## src/rtl/bias_sweep_sequencer.sv

```systemverilog
//------------------------------------------------------------------------------
// bias_sweep_sequencer
//   DC bias-sweep controller: steps NCH DAC codes per point, settles, averages
//   2^AVG_LOG2 ADC samples per probe and streams one result per point.
//   Optional feature macro: SWEEP_BIDIR_EN (adds reverse leg and sweep_dir).
// Revision: 1.0  initial release
//------------------------------------------------------------------------------
`default_nettype none

module bias_sweep_sequencer #(
  parameter int NCH      = 2,
  parameter int DW       = 12,
  parameter int NPROBE   = 2,
  parameter int AW       = 12,
  parameter int AVG_LOG2 = 2,
  parameter int SETTLE_W = 8
) (
  input  logic                             clk,
  input  logic                             rst,
  input  logic                             start,
  input  logic [NCH*DW-1:0]                cfg_start,
  input  logic [NCH*DW-1:0]                cfg_step,
  input  logic [15:0]                      cfg_npts,
  input  logic [SETTLE_W-1:0]              cfg_settle,
  output logic                             busy,
  output logic                             done,
  output logic [NCH*DW-1:0]                dac_code,
  output logic                             dac_load,
  input  logic                             adc_valid,
  input  logic [NPROBE*AW-1:0]             adc_data,
  output logic                             res_valid,
  input  logic                             res_ready,
  output logic [15:0]                      res_index,
  output logic [NPROBE*(AW+AVG_LOG2)-1:0]  res_data
`ifdef SWEEP_BIDIR_EN
  ,
  output logic                             sweep_dir
`endif
);

  // Position width covers start + 65535 * max |step| without overflow.
  localparam int c_pw   = DW + 18;
  localparam int c_accw = AW + AVG_LOG2;
  localparam int c_sw   = AVG_LOG2 + 1;
  localparam logic [c_sw-1:0] c_nsamp_m1 = c_sw'((1 << AVG_LOG2) - 1);
  localparam logic signed [c_pw-1:0] c_max = {{(c_pw-DW){1'b0}}, {DW{1'b1}}};

  typedef enum logic [2:0] {
    S_IDLE   = 3'd0,
    S_LOAD   = 3'd1,
    S_SETTLE = 3'd2,
    S_ACQ    = 3'd3,
    S_EMIT   = 3'd4,
    S_FIN    = 3'd5
  } state_t;

  state_t r_state, w_state_next;

  logic [NCH*DW-1:0]       r_step;
  logic [15:0]             r_npts_m1;
  logic [SETTLE_W-1:0]     r_settle;
  logic [SETTLE_W-1:0]     r_cnt;
  logic [c_sw-1:0]         r_scnt;
  logic [15:0]             r_idx;
  logic [15:0]             r_res_idx;
  logic                    r_dir;
  logic [NCH*DW-1:0]       r_dac;
  logic signed [c_pw-1:0]  r_pos [NCH];
  logic [c_accw-1:0]       r_acc [NPROBE];

  logic                    w_last;
  logic                    w_turn;
  logic                    w_dir_next;
  logic                    w_xfer;
  logic [15:0]             w_idx_next;
  logic signed [c_pw-1:0]  w_step     [NCH];
  logic signed [c_pw-1:0]  w_pos_next [NCH];
  logic [NCH*DW-1:0]       w_sat_next;

  function automatic logic [DW-1:0] f_sat(input logic signed [c_pw-1:0] v);
    if (v < 0)
      return '0;
    else if (v > c_max)
      return {DW{1'b1}};
    else
      return v[DW-1:0];
  endfunction

  // Unsaturated position is carried so reverse-leg points reproduce forward codes.
  generate
    for (genvar c = 0; c < NCH; c++) begin : g_ch
      assign w_step[c]     = {{(c_pw-DW){r_step[c*DW+DW-1]}}, r_step[c*DW +: DW]};
      assign w_pos_next[c] = w_dir_next ? (r_pos[c] - w_step[c]) : (r_pos[c] + w_step[c]);
      assign w_sat_next[c*DW +: DW] = f_sat(w_pos_next[c]);
    end
    for (genvar p = 0; p < NPROBE; p++) begin : g_pr
      assign res_data[p*c_accw +: c_accw] = r_acc[p];
    end
  endgenerate

  assign w_xfer     = (r_state == S_EMIT) && res_ready;
  assign w_dir_next = r_dir | w_turn;
  assign w_idx_next = w_dir_next ? (r_idx - 16'd1) : (r_idx + 16'd1);

  always_ff @(posedge clk or posedge rst) begin
    if (rst)
      r_state <= S_IDLE;
    else
      r_state <= w_state_next;
  end

  always_comb begin
    w_state_next = r_state;
    w_last       = 1'b0;
    w_turn       = 1'b0;
`ifdef SWEEP_BIDIR_EN
    if (!r_dir) begin
      w_last = (r_idx == r_npts_m1) && (r_npts_m1 == 16'd0);
      w_turn = (r_idx == r_npts_m1) && (r_npts_m1 != 16'd0);
    end else begin
      w_last = (r_idx == 16'd0);
    end
`else
    w_last = (r_idx == r_npts_m1);
`endif
    case (r_state)
      S_IDLE:   if (start) w_state_next = S_LOAD;
      S_LOAD:   w_state_next = (r_settle == '0) ? S_ACQ : S_SETTLE;
      S_SETTLE: if (r_cnt == r_settle - SETTLE_W'(1)) w_state_next = S_ACQ;
      S_ACQ:    if (adc_valid && (r_scnt == c_nsamp_m1)) w_state_next = S_EMIT;
      S_EMIT:   if (res_ready) w_state_next = w_last ? S_FIN : S_LOAD;
      S_FIN:    w_state_next = S_IDLE;
      default:  w_state_next = S_IDLE;
    endcase
  end

  always_ff @(posedge clk or posedge rst) begin
    if (rst) begin
      r_step    <= '0;
      r_npts_m1 <= '0;
      r_settle  <= '0;
      r_cnt     <= '0;
      r_scnt    <= '0;
      r_idx     <= '0;
      r_res_idx <= '0;
      r_dir     <= 1'b0;
      r_dac     <= '0;
      for (int c = 0; c < NCH; c++) r_pos[c] <= '0;
      for (int p = 0; p < NPROBE; p++) r_acc[p] <= '0;
    end else begin
      case (r_state)
        S_IDLE: begin
          if (start) begin
            r_step    <= cfg_step;
            r_npts_m1 <= (cfg_npts == 16'd0) ? 16'd0 : (cfg_npts - 16'd1);
            r_settle  <= cfg_settle;
            r_idx     <= '0;
            r_res_idx <= '0;
            r_dir     <= 1'b0;
            r_dac     <= cfg_start;
            for (int c = 0; c < NCH; c++)
              r_pos[c] <= {{(c_pw-DW){1'b0}}, cfg_start[c*DW +: DW]};
          end
        end
        S_LOAD: begin
          r_cnt  <= '0;
          r_scnt <= '0;
          for (int p = 0; p < NPROBE; p++) r_acc[p] <= '0;
        end
        S_SETTLE: r_cnt <= r_cnt + SETTLE_W'(1);
        S_ACQ: begin
          if (adc_valid) begin
            r_scnt <= r_scnt + c_sw'(1);
            for (int p = 0; p < NPROBE; p++)
              r_acc[p] <= r_acc[p] + c_accw'(adc_data[p*AW +: AW]);
          end
        end
        S_EMIT: begin
          if (w_xfer && !w_last) begin
            r_res_idx <= r_res_idx + 16'd1;
            r_idx     <= w_idx_next;
            r_dir     <= w_dir_next;
            r_dac     <= w_sat_next;
            for (int c = 0; c < NCH; c++) r_pos[c] <= w_pos_next[c];
          end
        end
        default: ;
      endcase
    end
  end

  assign busy      = (r_state != S_IDLE) && (r_state != S_FIN);
  assign done      = (r_state == S_FIN);
  assign dac_load  = (r_state == S_LOAD);
  assign dac_code  = r_dac;
  assign res_valid = (r_state == S_EMIT);
  assign res_index = r_res_idx;
`ifdef SWEEP_BIDIR_EN
  assign sweep_dir = r_dir;
`endif

endmodule

`default_nettype wire

```

## config.mk

```make
export PLATFORM = sky130hd
export DESIGN_NAME = bias_sweep_sequencer
export DESIGN_NICKNAME = d
export VERILOG_FILES = /design/src/rtl/bias_sweep_sequencer.sv
export SDC_FILE = /design/constraint.sdc
export NUM_CORES = 1
export LEC_CHECK = 0
export ABC_AREA = 1
export CAP_MARGIN = 10
export CORE_MARGIN = 10
export CORE_UTILIZATION = 55
export CTS_BUF_LIST = sky130_fd_sc_hd__clkbuf_4 sky130_fd_sc_hd__clkbuf_8
export DETAILED_ROUTE_END_ITERATION = 6
export PLACE_DENSITY_LB_ADDON = 0.25
export SYNTH_ARGS = -nofsm -noshare
export SYNTH_HDL_FRONTEND = slang
export SYNTH_SLANG_ARGS = --single-unit
export TNS_END_PERCENT = 20
```

## constraint.sdc

```tcl
create_clock -name clk -period 9.24 [get_ports clk]
set_clock_uncertainty 0.1 [all_clocks]
set_input_delay 1.848 -clock clk [delete_from_list [all_inputs] [get_ports clk]]
set_output_delay 1.848 -clock clk [all_outputs]
set_load 0.005 [all_outputs]
```

==> reports/metrics.csv, run 1 <==
stage,metric,value,unit
die,dieWidth,182,um
sta,postLayoutSetupSlackWorst,4.78,ns
routing,routed_wl,41.1,mm
sta,fin_crit,4.46,ns
pwr,power.density,349,nW/um^2
pwr,power.leakage,0.00881,uW
die,die_h,182,um
critical_path,setup.worst_path.start_class,input port,
critical_path,crit_family,simple AND/OR/NAND/NOR gates,
critical_path,slowest_stage,nand3_2,
placed_design,gp_congestion,0.947,
run,cap_violations,0,
sta,rsz0062_at_grt,false,
placed_design,port_buffers,172,
critical_path,crit_buf_inv,2,
critical_path,crit_chain,"clkdlybuf4s50_1, nand3_2, nand2_2, buf_4, nand2_1, nor2_1, nand2_1, nor2_1, nand3_1, nand2_1, nand2_1, nor2_1",
critical_path,cp_common_cell,nand2_1,
sta,maxSlewViolCount,0,
die,die_area,33000,um^2
cts,cts_tree,done,
layout,layout_common_cells,"669 x nand2_1, 269 x inv_1, 206 x dfrtp_1",
routing,avgViaCountPerCell,5.41,
status,outcome,"finished, final reports clean",
global_routing,grt_pass1_wl,67.2,mm
routing,routedWlPerCell,15.8,um
critical_path,crit_type,in2reg,
routing,ant_nets,0,
cts,clk_latency,0.54,ns
yosys,yosysSeqAreaShare,0.358,
critical_path,critPathMaxStageDelay,0.61,ns
sta,max_freq,224,MHz
placed_design,dp_worst_setup_slack,4.21,ns
routing,vias,14100,
die,placement_rows,59,
layout,drive_gt1_frac,0.0517,
cts,root_buffer,clkbuf_8,
critical_path,crit_fanout,59,
yosys,synth_seq_cells,206,
cts,htree_num_levels,2,
sta,period_share,0.482,
critical_path,critPathArrivalTime,4.81,ns
cts,ctsLongestPathBuffers,3,
sta,tightest_slew,1.08,ns
layout,area_growth,19.7,%
layout,final_nets,2433,
global_routing,overflow,0,
routing,firstDrtPassIters,5,
critical_path,crit_path_end_kind,register,
yosys,synth_edf_count,0,
global_routing,antenna_found_initial,0,
placed_design,dp_hpwl,30.6,mm
min_path,holdCritPathClass,reg2reg,
sta,maxSlewHeadroom,0.279,
yosys,syn_area,14400,um^2
cts,clk_pin_slew_worst_paths,0.06,ns
yosys,ys.flop_type,dfrtp_1,
global_routing,grt_start_max_net_pins,151,
yosys,synth_cell_types,55,
die,core_area,25900,um^2
die,initial_utilization,0.555,
cts,postCtsResizedCells,0,
routing,drc,0,
yosys,synthArstFlopShare,1.00,
critical_path,worstPathRequired,9.59,ns
yosys,ys_warn_count,0,
routing,drt_iter0_drc,1029,
cts,cts_inserted_buffers,37,
cts,cts.sinks,206,
yosys,syn_area_per_cell,6.98,um^2
global_routing,first_global_vias,13700,
yosys,syn-num-nets,2254,
sta,hold_viol,0,
layout,layout_commonest_cell,nand2_1,
global_routing,gr-usage-all-layers,0.241,
die,pin_count,173,
layout,fin_util,0.665,
cts,hold_buffers,0,
pwr,vdd_drop_max,216,uV
sta,setup_viol,0,
yosys,synthCells,2060,
layout,n_antenna_cell,0,
cts,cts_setup_buffers,0,
sta,fin_tns_setup,0,ns
-- area by class of cell --
| class | count | area, um^2 |
|---|---|---|
| Clock inverter | 8 | 100 |
| Tap cell | 335 | 419 |
| Multi-Input combinational cell | 1540 | 8040 |
| Timing Repair Buffer | 179 | 1770 |
| Fill cell | 2282 | 8690 |
| Inverter | 275 | 1040 |
| Clock buffer | 54 | 693 |
| Sequential cell | 206 | 5150 |
-- registers in the layout, indices dropped and copies added, names as in the netlist --
register	cells
r_npts_m1	16
r_idx	16
res_index	16
r_settle	8
r_pos	60
r_scnt	3
r_step	24
dac_code	24
res_data	28
r_cnt	8
r_state	3
-- through the flow --
step           total power, uW  cell area (um^2)  hold slack [ns]  std cells
3_3_place_gp              4940             16400            0.367       2534
5_1_grt                   6540             17200            0.407       2597
4_1_cts                   5980             17200            0.389       2596
6_report                  6000             17200            0.389       2597
2_1_floorplan             3960             14400            0.352       2060
3_5_place_dp              5020             16400            0.372       2534
-- power by group --
group	total [uW]	switching (uW)	leakage (uW)	internal [uW]
sequential	1540	292	0.00262	1240
clock	933	394	0.000422	538
combinational	3530	2200	0.00576	1330
total	6000	2890	0.00881	3120
-- worst reg2reg max path, cell delays in order (launching register included) --
cell	delay (ns)
dfrtp_1	0.92
ha_1	0.42
nand2_1	0.11
inv_1	0.06
a21oi_1	0.26
nand3_1	0.23
nand2_1	0.10
nand2_1	0.09
xnor2_1	0.29
nand3_1	0.12
nor2_1	0.16
nand2_1	0.19
nand2_2	0.25
nand2_1	0.09
nand2_1	0.09
a21oi_2	0.06
-- cell families after synthesis --
group | count (synthesis) | synth area share
compound gates | 328 | 0.134
xor+xnor | 73 | 0.0450
fa+ha+maj | 93 | 0.0830
buf+inv | 314 | 0.0836
flops | 206 | 0.358
simple gates | 1046 | 0.296
-- synth_stat cells (5+ instances only) --
library cell | n | area [um^2]
o22ai_1 | 11 | 68.8
nand4_1 | 23 | 144
o31ai_1 | 7 | 52.6
o21ai_0 | 99 | 495
xnor2_1 | 43 | 377
a21oi_2 | 13 | 114
nand2_1 | 670 | 2510
a21oi_1 | 139 | 696
xor2_1 | 29 | 254
nand2_2 | 9 | 56.3
dfrtp_1 | 206 | 5150
inv_1 | 270 | 1010
nor2_1 | 201 | 754
o21bai_1 | 9 | 67.6
clkbuf_1 | 26 | 97.6
a32o_1 | 5 | 50.1
nor3_1 | 15 | 75.1
buf_2 | 7 | 35.0
a22o_1 | 20 | 175
nand3b_1 | 6 | 45.0
ha_1 | 89 | 1110
nand3_1 | 94 | 470
-- per-layer routing --
metal  GRT usage  vias to the layer above  part of all wire
met5           0                        -                 0
met4      0.0758                        0             0.028
met3      0.0529                       86             0.073
met2       0.392                      468              0.45
met1       0.314                     6516              0.45
li1            -                     6983                 -
-- final timing paths --
check | end | startpoint | slack [ns] | depth (start not counted)
setup / recovery | r_idx[15] | res_ready | 4.78 | 12
hold / removal | r_step[4] | r_step[4] | 0.39 | 2
setup reg to reg | dac_code[3] | r_step[11] | 5.56 | 15
hold reg to reg | r_step[4] | r_step[4] | 0.39 | 2
max in group asynchronous | r_step[4] | rst | 5.73 | 3
min in group asynchronous | r_idx[13] | rst | 1.82 | 2
(Power assumes the default switching activity.)
==> run 2: changes to the inputs <==
--- a/config.mk
+++ b/config.mk
@@ -8,7 +8,7 @@
 export ABC_AREA = 1
 export CAP_MARGIN = 10
 export CORE_MARGIN = 10
-export CORE_UTILIZATION = 55
+export CORE_UTILIZATION = 53
 export CTS_BUF_LIST = sky130_fd_sc_hd__clkbuf_4 sky130_fd_sc_hd__clkbuf_8
 export DETAILED_ROUTE_END_ITERATION = 6
 export PLACE_DENSITY_LB_ADDON = 0.25
==> constraint.sdc (replaced) <==
create_clock -name clk -period 3.9 [get_ports clk]
set_clock_uncertainty 0.1 [all_clocks]
set_input_delay 0.78 -clock clk [delete_from_list [all_inputs] [get_ports clk]]
set_output_delay 0.78 -clock clk [all_outputs]
set_load 0.005 [all_outputs]
==> reports/metrics.csv, run 2 (synthesized netlist as in run 1, its figures left out) <==
stage,metric,value,unit,change
routing,avgViaCountPerCell,5.37,,-0.73%
routing,drt_iter0_drc,1017,,-1.2%
global_routing,first_global_vias,13900,,+1.7%
sta,maxSlewViolCount,0,,unchanged
die,initial_utilization,0.537,,-0.0184
cts,ctsLongestPathBuffers,3,,unchanged
sta,hold_viol,0,,unchanged
layout,final_area,17300,um^2,+0.59%
cts,cts_setup_buffers,0,,unchanged
cts,root_buffer,clkbuf_8,,
global_routing,grt_pass1_wl,68.4,mm,+1.8%
placed_design,gp_congestion,0.993,,+4.9%
min_path,min-delay-start,r_scnt[2],,
placed_design,placed_area,16600,um^2,+0.80%
global_routing,use_met3,0.0502,,-0.00268
sta,fin_tns_setup,0,ns,unchanged
sta,maxSlewHeadroom,0.366,,+0.0870
placed_design,port_buffers,172,,unchanged
sta,fin_crit,3.35,ns,
cts,clk_latency,0.55,ns,about the same
layout,drive_gt1_frac,0.0559,,+0.00417
pwr,power.density,827,nW/um^2,+140%
global_routing,overflow,0,,unchanged
layout,largest_reg_flops,60,,unchanged
global_routing,gr-max-usage-layer,met2,,
layout,layout_common_cells,"669 x nand2_1, 269 x inv_1, 206 x dfrtp_1",,
layout,regMostFlops,r_pos,,
routing,vias,14000,,-0.11%
critical_path,worstPathRequired,4.25,ns,-5.34 ns
global_routing,grt_util_met2,0.404,,+0.0126
global_routing,gr-usage-all-layers,0.245,,+0.00423
sta,setup_viol,0,,unchanged
critical_path,crit_fanout,14,,-76%
routing,drc,0,,unchanged
run,cap_violations,0,,unchanged
cts,cts_tree,done,,
cts,clk_pin_slew_worst_paths,0.06,ns,about the same
die,pin_count,173,,unchanged
critical_path,critPathArrivalTime,3.70,ns,-1.11 ns
sta,rsz0062_at_grt,false,,
cts,cts_inserted_buffers,38,,+2.7%
critical_path,rr_startpoint,r_step[11],,
routing,routed_wl,41.9,mm,+2.1%
layout,final_nets,2445,,+0.49%
layout,layout_commonest_cell,nand2_1,,
cts,htree_num_levels,2,,unchanged
cts,cts.sinks,206,,unchanged
global_routing,grt_start_max_net_pins,130,,-14%
routing,ant_nets,0,,unchanged
critical_path,setup.worst_path.start_class,register,,
layout,n_antenna_cell,0,,unchanged
status,outcome,"finished, final reports clean",,
die,die_h,185,um,+1.7%
pwr,power.leakage,0.00886,uW,+0.58%
sta,tightest_slew,0.951,ns,-0.130 ns
sta,max_freq,298,MHz,
die,dieWidth,185,um,+1.7%
die,core_area,26800,um^2,+3.4%
sta,period_share,0.859,,
placed_design,dp_hpwl,32.1,mm,+4.9%
global_routing,use_met1,0.312,,-0.00206
critical_path,crit_type,reg2reg,,
critical_path,crit_path_end_kind,register,,
min_path,holdCritPathClass,reg2reg,,
critical_path,startpoint,r_step[11],,
die,die_area,34100,um^2,+3.4%
cts,postCtsResizedCells,0,,unchanged
pwr,vdd_drop_max,448,uV,+110%
layout,area_growth,20.4,%,
routing,firstDrtPassIters,5,,unchanged
die,placement_rows,60,,+1.7%
routing,routedWlPerCell,16.0,um,+1.5%
cts,hold_buffers,0,,unchanged
global_routing,antenna_found_initial,0,,unchanged
-- run 2: final cells by class --
cell class / instances / area [um^2]
flip-flops and latches: 206 / 5150
inverters: 275 / 1040
fillers: 2457 / 9480
clock inverters: 7 / 68.8
well taps: 341 / 427
multi-input cells: 1540 / 8040
repair buffers: 190 / 1890
clock buffers: 54 / 699
-- run 2: path summary, 6_finish.rpt --
kind	endpoint	slack, ns	cells past startpoint
max	dac_code[1]	0.55	14
min	r_scnt[2]	0.38	2
max reg2reg	dac_code[1]	0.55	14
min reg2reg	r_scnt[2]	0.38	2
max in group asynchronous	r_pos[14]	2.22	3
min in group asynchronous	r_settle[2]	0.70	3
-- run 2: critical path, stage by stage, from the launching register on --
cell,delay (ns)
dfrtp_1,0.73
buf_4,0.28
ha_1,0.31
nand2_1,0.17
inv_1,0.07
a21oi_2,0.15
nand2_2,0.10
a21oi_4,0.14
nand2_2,0.07
a21oi_2,0.23
xor2_2,0.25
inv_2,0.07
nor2_4,0.27
o21ai_0,0.16
a21oi_1,0.16
-- run 2: stage by stage --
| stage | instances | util | setup slack, ns | total power (uW) | hold slack (ns) |
|---|---|---|---|---|---|
| finish | 2613 | 0.646 | 0.549 | 14300 | 0.384 |
| global route | 2613 | 0.646 | 0.257 | 15700 | 0.423 |
| CTS | 2613 | 0.646 | 0.551 | 14300 | 0.386 |
| detailed placement | 2552 | 0.618 | 0.593 | 12100 | 0.372 |
| global placement | 2552 | 0.618 | 0.520 | 11900 | 0.368 |
| floorplan | 2060 | - | 0.348 | 9370 | 0.352 |
-- run 2: routing by layer --
| metal | share of wire | routed length, um |
|---|---|---|
| met1 | 0.45 | 18700 |
| met2 | 0.45 | 19000 |
| met3 | 0.070 | 2930 |
| met4 | 0.032 | 1340 |
| met5 | 0 | 0 |
-- run 2: report_power, final --
| part | internal [uW] | leakage [uW] | switching [uW] |
|---|---|---|---|
| clock | 1210 | 0.000406 | 944 |
| combinational | 3240 | 0.00583 | 5340 |
| sequential | 2950 | 0.00262 | 641 |
==> run 3: changes to the inputs <==
--- a/config.mk
+++ b/config.mk
@@ -7,9 +7,12 @@
 export LEC_CHECK = 0
 export ABC_AREA = 1
 export CAP_MARGIN = 10
+export CELL_PAD_IN_SITES_DETAIL_PLACEMENT = 1
+export CELL_PAD_IN_SITES_GLOBAL_PLACEMENT = 1
 export CORE_MARGIN = 10
-export CORE_UTILIZATION = 53
+export CORE_UTILIZATION = 38
 export CTS_BUF_LIST = sky130_fd_sc_hd__clkbuf_4 sky130_fd_sc_hd__clkbuf_8
+export CTS_CLUSTER_DIAMETER = 120
 export DETAILED_ROUTE_END_ITERATION = 6
 export PLACE_DENSITY_LB_ADDON = 0.25
 export SYNTH_ARGS = -nofsm -noshare
==> reports/metrics.csv, run 3 (synthesized netlist as in run 1, its figures left out) <==
stage,metric,value,unit,change
placed_design,gp_congestion,0.953,,-4.0%
global_routing,gr-usage-all-layers,0.211,,-0.0344
layout,area_growth,22.2,%,
layout,largest_reg_flops,60,,unchanged
layout,n_antenna_cell,0,,unchanged
pwr,vdd_drop_max,302,uV,-33%
cts,cts_tree,done,,
global_routing,first_global_vias,15100,,+8.3%
cts,ctsLongestPathBuffers,3,,unchanged
global_routing,overflow,0,,unchanged
sta,tightest_slew,0.942,ns,-0.00894 ns
die,die_h,215,um,+16%
routing,routed_wl,49.6,mm,+18%
sta,rsz0062_at_grt,false,,
routing,avgViaCountPerCell,5.11,,-4.9%
die,pin_count,173,,unchanged
layout,drive_gt1_frac,0.0588,,+0.00290
routing,drc,0,,unchanged
routing,firstDrtPassIters,5,,unchanged
die,placement_rows,71,,+18%
critical_path,crit_fanout,20,,+6
min_path,holdCritPathClass,reg2reg,,
critical_path,crit_type,reg2reg,,
die,die_area,46000,um^2,+35%
cts,cts_inserted_buffers,39,,+2.6%
run,cap_violations,0,,unchanged
sta,fin_tns_setup,0,ns,unchanged
critical_path,worstPathRequired,4.23,ns,-0.02 ns
sta,max_freq,279,MHz,-6.4%
cts,htree_num_levels,2,,unchanged
cts,clk_latency,0.56,ns,about the same
pwr,power.leakage,0.00888,uW,+0.29%
placed_design,dp_hpwl,39.4,mm,+23%
layout,layout_commonest_cell,nand2_1,,
cts,cts.sinks,206,,unchanged
cts,root_buffer,clkbuf_8,,
layout,fin_cells,2790,,+6.8%
layout,regMostFlops,r_pos,,
cts,hold_buffers,0,,unchanged
sta,maxSlewHeadroom,0.367,,+0.00113
cts,clk_pin_slew_worst_paths,0.06,ns,about the same
sta,maxSlewViolCount,0,,unchanged
routing,ant_nets,0,,unchanged
sta,fin_crit,3.58,ns,+0.228 ns
die,dieWidth,215,um,+16%
placed_design,placed_cells,2727,,+6.9%
layout,layout_common_cells,"669 x nand2_1, 269 x inv_1, 206 x dfrtp_1",,
critical_path,setup.worst_path.start_class,register,,
cts,postCtsResizedCells,0,,unchanged
die,core_area,37500,um^2,+40%
global_routing,grt_pass1_wl,80.0,mm,+17%
critical_path,critPathArrivalTime,3.91,ns,+0.21 ns
critical_path,crit_path_end_kind,register,,
routing,routedWlPerCell,17.8,um,+11%
pwr,power.density,833,nW/um^2,+0.74%
layout,final_nets,2451,,+0.25%
sta,period_share,0.918,,+0.0584
die,initial_utilization,0.384,,-0.153
cts,cts_setup_buffers,0,,unchanged
sta,setup_viol,0,,unchanged
global_routing,antenna_found_initial,2,,+2
status,outcome,"finished, final reports clean",,
routing,vias,14300,,+1.6%
routing,drt_iter0_drc,642,,-37%
sta,hold_viol,0,,unchanged
placed_design,port_buffers,172,,unchanged
global_routing,grt_start_max_net_pins,66,,-49%
run 3: changes by cell type in the layout (fill, tap and decap cells not counted):
cell and change:
inv_6 +1, clkbuf_4 +5, buf_12 +1, clkinv_2 -2, bufinv_16 -1, clkinv_8 +1
buf_4 +4, inv_8 -1, clkbuf_8 -1
run 3: cell type report:
cell class | count | area, um^2
clock buffers | 58 | 723
clock inverters | 5 | 42.5
fillers | 4841 | 19900
inverters | 275 | 1040
multi-input cells | 1540 | 8040
flip-flops and latches | 206 | 5150
well taps | 511 | 639
repair buffers | 195 | 1940
run 3: metrics by stage:
step	setup slack, ns	utilization	hold WS (ns)	cell area [um^2]	total power [uW]
floorplan	0.348	-	0.352	14400	9370
detailed placement	0.360	0.449	0.378	16800	12500
finish	0.321	0.469	0.392	17600	14600
global route	0.0345	0.469	0.412	17600	16000
global placement	0.453	0.449	0.363	16800	12200
CTS	0.333	0.469	0.396	17600	14700
run 3: worst max-delay path: stages, from the launching register on:
cell and delay [ns]:
dfrtp_1 0.86, ha_1 0.40, nand2_1 0.11, inv_1 0.06, a21oi_1 0.29, nand3_1 0.24
nand2_1 0.11, nand2_1 0.06, xnor2_1 0.26, nand3_1 0.16, nor2_1 0.13, nand2_1 0.21
nand2_2 0.24, nand2_1 0.07, nand2_1 0.08, a21oi_2 0.05
run 3: path summary, 6_finish.rpt:
kind | from | endpoint | slack [ns] | cells after the start
min | r_step[2] | r_step[2] | 0.39 | 2
min reg2reg | r_step[2] | r_step[2] | 0.39 | 2
max in group asynchronous | rst | r_pos[44] | 2.40 | 3
min in group asynchronous | rst | r_cnt[3] | 0.60 | 2
max | r_step[11] | dac_code[11] | 0.32 | 15
max reg2reg | r_step[11] | dac_code[11] | 0.32 | 15
run 3: layer usage:
layer / track usage / vias up / share of wire / wire, um
li1: - / 6993 / - / -
met1: 0.275 / 6998 / 0.46 / 22900
met2: 0.357 / 204 / 0.48 / 23800
met3: 0.0355 / 56 / 0.039 / 1940
met4: 0.0508 / 4 / 0.017 / 865
met5: 0 / - / 0.00052 / 26
run 3: where the power goes:
group	internal, uW	switching [uW]
Clock	1180	961
Combinational	3230	5630
Sequential	2950	691
